===== src/rtl/spi_flash_reader.sv =====
// spi_flash_reader: SPI mode-0 flash reader issuing 0x03 + 24-bit address, then streaming len_m1+1 bytes.
// Ports: clk/reset (sync, active-high); start/addr/len_m1 request a read when idle; stop aborts;
// busy/done/data/data_valid report progress; spi_cs_n/spi_sclk/spi_mosi/spi_miso are the flash pins.
module spi_flash_reader #(
  parameter int LEN_W = 8
) (
  input  logic             clk,
  input  logic             reset,
  input  logic             start,
  input  logic [23:0]      addr,
  input  logic [LEN_W-1:0] len_m1,
  input  logic             stop,
  output logic             busy,
  output logic             done,
  output logic [7:0]       data,
  output logic             data_valid,
  output logic             spi_cs_n,
  output logic             spi_sclk,
  output logic             spi_mosi,
  input  logic             spi_miso
);
  localparam logic [2:0] IDLE = 3'd0;
  localparam logic [2:0] CMD  = 3'd1;
  localparam logic [2:0] ADDR = 3'd2;
  localparam logic [2:0] DATA = 3'd3;
  localparam logic [2:0] DONE = 3'd4;
  logic [2:0]       state_q, state_d;
  logic             phase_q, phase_d;
  logic [4:0]       bit_q, bit_d;
  logic [LEN_W-1:0] byte_q, byte_d, len_q, len_d;
  logic [31:0]      sr_q, sr_d;
  logic [6:0]       rx_q, rx_d;
  logic [7:0]       data_q, data_d;
  logic             dv_q, dv_d;
  logic             cs_n_q, cs_n_d;
  always_comb begin
    state_d = state_q;
    phase_d = phase_q;
    bit_d   = bit_q;
    byte_d  = byte_q;
    len_d   = len_q;
    sr_d    = sr_q;
    rx_d    = rx_q;
    data_d  = data_q;
    dv_d    = 1'b0;
    case (state_q)
      IDLE: if (start) begin
        state_d = CMD;
        phase_d = 1'b0;
        bit_d   = '0;
        byte_d  = '0;
        len_d   = len_m1;
        sr_d    = {8'h03, addr};
      end
      CMD, ADDR, DATA: begin
        phase_d = ~phase_q;
        // A bit completes at the edge ending its high phase: shift out next, sample miso.
        if (phase_q) begin
          sr_d  = {sr_q[30:0], 1'b0};
          bit_d = bit_q + 5'd1;
          if (state_q == CMD && bit_q == 5'd7) begin
            state_d = ADDR;
            bit_d   = '0;
          end
          if (state_q == ADDR && bit_q == 5'd23) begin
            state_d = DATA;
            bit_d   = '0;
          end
          if (state_q == DATA) begin
            rx_d = {rx_q[5:0], spi_miso};
            if (bit_q == 5'd7) begin
              dv_d    = 1'b1;
              data_d  = {rx_q, spi_miso};
              bit_d   = '0;
              byte_d  = byte_q + 1'b1;
              state_d = (byte_q == len_q) ? DONE : DATA;
            end
          end
        end
        if (stop) state_d = DONE;
      end
      default: state_d = IDLE;
    endcase
    // Entering DONE parks the bus: sclk low, mosi low.
    if (state_d == DONE) begin
      phase_d = 1'b0;
      sr_d    = '0;
    end
    cs_n_d = !(state_d == CMD || state_d == ADDR || state_d == DATA);
  end
  always_ff @(posedge clk) begin
    if (reset) begin
      state_q <= IDLE;
      phase_q <= 1'b0;
      bit_q   <= '0;
      byte_q  <= '0;
      len_q   <= '0;
      sr_q    <= '0;
      rx_q    <= '0;
      data_q  <= '0;
      dv_q    <= 1'b0;
      cs_n_q  <= 1'b1;
    end else begin
      state_q <= state_d;
      phase_q <= phase_d;
      bit_q   <= bit_d;
      byte_q  <= byte_d;
      len_q   <= len_d;
      sr_q    <= sr_d;
      rx_q    <= rx_d;
      data_q  <= data_d;
      dv_q    <= dv_d;
      cs_n_q  <= cs_n_d;
    end
  end
  assign busy       = state_q != IDLE;
  assign done       = state_q == DONE;
  assign data       = data_q;
  assign data_valid = dv_q;
  assign spi_cs_n   = cs_n_q;
  assign spi_sclk   = phase_q;
  assign spi_mosi   = sr_q[31];
endmodule

===== config.mk =====
export PLATFORM = sky130hd
export DESIGN_NAME = spi_flash_reader
export DESIGN_NICKNAME = d
export VERILOG_FILES = /design/src/rtl/spi_flash_reader.sv
export SDC_FILE = /design/constraint.sdc
export NUM_CORES = 1
export LEC_CHECK = 0
export ABC_AREA = 1
export BUFFER_PORTS_ARGS = -buffer_cell sky130_fd_sc_hd__buf_2
export CORE_ASPECT_RATIO = 1.5
export CORE_MARGIN = 1.5
export CORE_UTILIZATION = 60
export CTS_CLUSTER_DIAMETER = 60
export CTS_CLUSTER_SIZE = 16
export DETAILED_ROUTE_END_ITERATION = 7
export HOLD_SLACK_MARGIN = 0.06
export PLACE_DENSITY = 0.82
export SLEW_MARGIN = 5
export SYNTH_ARGS = -nofsm -noshare
export SYNTH_HDL_FRONTEND = slang
export SYNTH_SLANG_ARGS = --single-unit

===== constraint.sdc =====
create_clock -name clk -period 3 [get_ports clk]
set_input_delay 0.3 -clock clk [delete_from_list [all_inputs] [get_ports clk]]
set_output_delay 0.3 -clock clk [all_outputs]
set_load 0.02 [all_outputs]

Word-level counts from Yosys, hierarchy flattened
Index checks and enable logic that the tools add are counted.

Register bits: 74. Bits of input ports: 37. Logic and storage cells: 74.

Add/sub/neg operators: 2. Eq/ne operators: 15. Mux-type cells: 27. Bitwise gates (word level): 3. Reduce and logical (&&, ||, !) cells: 17.

Operators by type and width (count): $mux W32 (2); $pmux W32 S2 (1); $mux W8 (4); $mux W5 (6); $mux W3 (8); $pmux W8 S2 (1); $eq A3 B2 Y1 const B (4); $pmux W5 S2 (1); $add A8 B1 Y8 const B (1); $eq A8 B8 Y1 (1); $ne A2 B2 Y1 const B (4); $eq A3 B1 Y1 const B (2); $eq A3 B3 Y1 const B (2); $pmux W3 S2 (1); $reduce_and A3 Y1 (2); $add A5 B1 Y5 const B (1); $eq A5 B3 Y1 const B (1); $eq A5 B5 Y1 const B (1); $reduce_and A5 Y1 (1); $reduce_and A2 Y1 (2); $reduce_and A4 Y1 (1); $reduce_or A4 Y1 (1); $logic_not A3 Y1 (1); $not A1 Y1 (3); other kinds (9) (12).

Depth between registers and ports, before layout
Depth after elaboration: 13. Gate-level depth with buffers: 11. Gate-level depth less buffers: 11.

Worst setup path after synthesis
OpenSTA, ideal clock, no wires.

Path type: register to register. From: reg bit_q[0]. To: reg sr_q[26]. Setup time: 118 ps. Arrival time: 1490 ps. Data required time: 2882 ps. Path slack: 1391 ps. Cell stages (with the launch flop): 12. Clock period less this slack: 1609 ps. Cell sequence: dfxtp_1 ha_1 nand2_1 inv_1 nand4_1 nor2_4 nand3_2 nand2_1 nand2_1 nand2_4 buf_6 nor2_1.

Longest elaborated chain between the ends: 11. Elaborated cells on any way between the ends: 13. Those cells by class: eq/ne: 3; mux: 7; reduce/logical: 3.

Ends and longest elaborated chain: from (decl) (RTL line 29) `logic [4:0] bit_q, bit_d;`; from (signal assigned) (RTL line 106) `bit_q <= bit_d;`; $eq A5 B3 Y1 (RTL line 61, 71); $logic_and A1 B1 Y1 (RTL line 61) `if (state_q == CMD && bit_q == 5'd7) begin`; $mux W3 (RTL line 61); $mux W3 (RTL line 65) `if (state_q == ADDR && bit_q == 5'd23) begin`; $mux W3 (RTL line 71) `if (bit_q == 5'd7) begin`; $mux W3 (*) (RTL line 69) `if (state_q == DATA) begin`; $mux W3 (*) (RTL line 58) `if (phase_q) begin`; $mux W3 (*) (RTL line 80) `if (stop) state_d = DONE;`; $pmux W3 S2 (*) (RTL line 46) `case (state_q)`; $eq A3 B3 Y1 (*) (RTL line 85) `if (state_d == DONE) begin`; $reduce_or A2 Y1 (no line) (*); to (signal assigned) (RTL line 109) `sr_q <= sr_d;`; to (decl) (RTL line 31) `logic [31:0] sr_q, sr_d;`.

Mark *: on every way between the ends. The rest lies on a longest branch, timed or not. A chain may end at the register's enable or synchronous reset.

Final worst setup path
From: reg phase_q, in the netlist spi_sclk. To: reg byte_q[3].

Longest elaborated chain between the ends: 2.

Ends and longest elaborated chain: from (decl) (RTL line 28) `logic phase_q, phase_d;`; from (signal assigned) (RTL line 105) `phase_q <= phase_d;`; $ne A2 B2 Y1 (no line); $reduce_and A5 Y1 (no line); to (signal assigned) (RTL line 107) `byte_q <= byte_d;`; to (decl) (RTL line 30) `logic [LEN_W-1:0] byte_q, byte_d, len_q, len_d;`.

No other way between the ends.

==> impl_metrics.tcl <==
set metrics [dict create \
    routed.top_layer "met4" \
    wl_met3_um 370 \
    maxSlewHeadroom_pct 61.88 \
    slew_violations 0 \
    crit_required_ps 3240 \
    routed_wl_um 6613 \
    finalHoldViolCount 0 \
    yosysSeqAreaShare_pct 45.43 \
    ys_ff_latch 74 \
    r2r-end "byte_q[3]" \
    fin_nets 535 \
    final_core_util_pct 70.50 \
    regToRegSetupSlack_ps 990 \
    gr-total-overflow 0 \
    p_int_w 0.001446 \
    root_buffer "clkbuf_8" \
    reg2regPathDepth 9 \
    yosys_warnings 0 \
    period_minus_slack_ps 2010 \
    cts_buffer_depth 2 \
    wl_met1_um 2757 \
    fp.coreArea_mm2 0.005205 \
    fin_cells 568 \
    drt-vias-per-instance 5.345 \
    gp_congestion 0.8232 \
    layout_common_cells "nand2_1 (118), a21oi_1 (76), dfxtp_1 (74), nor2_1 (64), buf_2 (50)" \
    finalSetupViolCount 0 \
    synthCells 452 \
    switching_share_pct 26.43 \
    tightest_slew_ps 571.2 \
    cts_tree "built" \
    tns_ps 0 \
    post-cts-setup-buffer-count 0 \
    dr_total_vias 3036 \
    diodes 0 \
    cp.arrival_ps 2250 \
    power_density_mw_per_mm2 535.5 \
    leakagePower_nw 1.564 \
    clkSlewWorstSetupHoldPaths_ps 70 \
    endpoint_kind "flip-flop" \
    die_w_um 63.19 \
    dieArea_mm2 0.005895 \
    startpoint_type "flip-flop" \
    synth_cell_types 30 \
    rows 32 \
    min_path_cells 3 \
    combinationalPowerShare_pct 12.1 \
    worstSetupPathType "flip-flop to flip-flop" \
    outcome "completed" \
    ios 51 \
    grt_usage_pct 24.41 \
    max_stage_delay_ps 630 \
    areaGrowthSynthToFinish_pct 12.55 \
    grt_pass1_wl_um 11570 \
    initial_core_util_pct 62.64 \
    period_share_pct 67.00 \
    numPortBuffers 50 \
    clk_latency_ps 350 \
    ir_drop_uv 403.0 \
    grt_start_max_net_pins 42 \
    fmax_mhz 497.5 \
    ctsHoldBuffers 0 \
    maxCapViolations 0 \
    cp_max_fo 20 \
    crit_chain "inv_1, nand2_1, nand2_2, inv_2, nand2_4, inv_2, nand2_1, xor2_1, nor2_1" \
    wl_per_cell_um 11.64 \
    power_frac_clock_pct 34.2 \
    first_pass_iters 4 \
    skew_ps 8.063 \
    post_synth.cell_area_avg_um2 7.214 \
    holdPathEnd "data[0]" \
    p_switching_w 0.0005194 \
    numPlacedInstances 553 \
    hp-class "primary input to flip-flop" \
    synth_nets 491 \
    cp_num_buf_inv 3 \
    crit_family "flip-flops" \
    htree_levels 3 \
    dp_hpwl_um 4454 \
    r2r_start "spi_sclk" \
    hold_path.startpoint "spi_miso" \
    final_layout_size_suffix_gt1_share_pct 16.80 \
    cpMaxStageDelayCell "dfxtp_1" \
    antenna_found_initial 0 \
    drc 0 \
    sequentialPowerShare_pct 53.7 \
    drtAntennaViolNets 0 \
    cts.sinks 74 \
    syn_area_mm2 0.003261 \
    rsz0062_at_grt "no" \
    numCtsBuffers 9 \
    grt_pass1_vias 2823 \
    cts_resized 0 \
    die_y_um 93.29 \
    wl_met2_um 3373 \
    drtIter0Drc 187 \
    layout.cells.most_common "nand2_1" \
]
worst reg2reg max path: stages, from the launching register on:
cell and delay (ps):
dfxtp_1 630, inv_1 190, nand2_1 140, nand2_2 240
inv_2 240, nand2_4 120, inv_2 100, nand2_1 70
xor2_1 130, nor2_1 50
flip-flops by register name, indices dropped and copies added, names as in the netlist, 3 cells and up:
name	flops
bit_q	5
byte_q	8
data	8
len_q	8
rx_q	7
sr_q	32
state_q	3
synthesized netlist by cell type, drive strengths merged:
| cell type | count | area share, % |
|---|---|---|
| nand2 | 123 | 15 |
| a21oi | 77 | 12 |
| dfxtp | 74 | 45 |
| nor2 | 69 | 9.1 |
| inv | 27 | 3.1 |
| nand3 | 18 | 2.9 |
| buf | 15 | 3.0 |
| o21ai | 15 | 2.3 |
| nand4 | 7 | 1.3 |
| xnor2 | 6 | 1.6 |
| a22oi | 4 | 0.92 |
| clkbuf | 4 | 0.46 |
| nor3 | 3 | 0.46 |
| xor2 | 3 | 0.81 |
| a211oi | 2 | 0.46 |
| ha | 2 | 0.77 |
| nor4 | 1 | 0.19 |
| o21a | 1 | 0.23 |
| or2 | 1 | 0.19 |
metal layers:
| metal | global-route usage [%] | up-vias |
|---|---|---|
| met1 | 26.12 | 1379 |
| met5 | 0 | - |
| met2 | 44.68 | 91 |
| met3 | 6.378 | 10 |
| met4 | 10.69 | 0 |
| li1 | - | 1556 |
logic make-up after synthesis:
group                    count (synthesis)  synth area share [%]
AND/OR/NAND/NOR                        222                 29.01
AO/OA/AOI/OAI                           99                 15.85
flip-flops                              74                 45.43
buffers and inverters                   46                 6.523
XOR/XNOR                                 9                 2.418
adder cells (fa/ha/maj)                  2                0.7673
area by class of cell:
type | count | area [um2]
Clock buffer | 12 | 155.1
Clock inverter | 3 | 15.01
Fill cell | 466 | 1535
Inverter | 27 | 101.3
Multi-Input combinational cell | 332 | 1567
Sequential cell | 74 | 1481
Tap cell | 68 | 85.08
Timing Repair Buffer | 52 | 265.3
worst max path at each step:
stage	cells after the start	from	endpoint	slack, ps
final	9	spi_sclk	byte_q[3]	990
after global routing	9	spi_sclk	byte_q[4]	780
after CTS	9	spi_sclk	byte_q[3]	1010
after detailed placement	9	spi_sclk	byte_q[3]	1030
after global placement	9	spi_sclk	byte_q[3]	1080
after floorplan	11	bit_q[0]	sr_q[26]	1390
power by group through the flow:
stage / combinational, W / clock (W) / sequential, W
2_1_floorplan: 0.000186 / 0 / 0.00107
3_3_place_gp: 0.000231 / 0 / 0.00107
3_5_place_dp: 0.000237 / 0 / 0.00108
4_1_cts: 0.000238 / 0.000691 / 0.00105
5_1_grt: 0.000272 / 0.000732 / 0.00106
6_report: 0.000238 / 0.000673 / 0.00105
stage by stage:
stage	total power (W)	area [um2]	hold slack, ps	setup slack [ps]
2_1_floorplan	0.001256	3261	378.5	1391
3_3_place_gp	0.001305	3500	448.4	1077
3_5_place_dp	0.001313	3500	451.0	1034
4_1_cts	0.001984	3670	149.2	1014
5_1_grt	0.002064	3670	182.7	779.5
6_report	0.001965	3670	161.9	990.1
No activity file was read; power rests on OpenSTA's default activity.
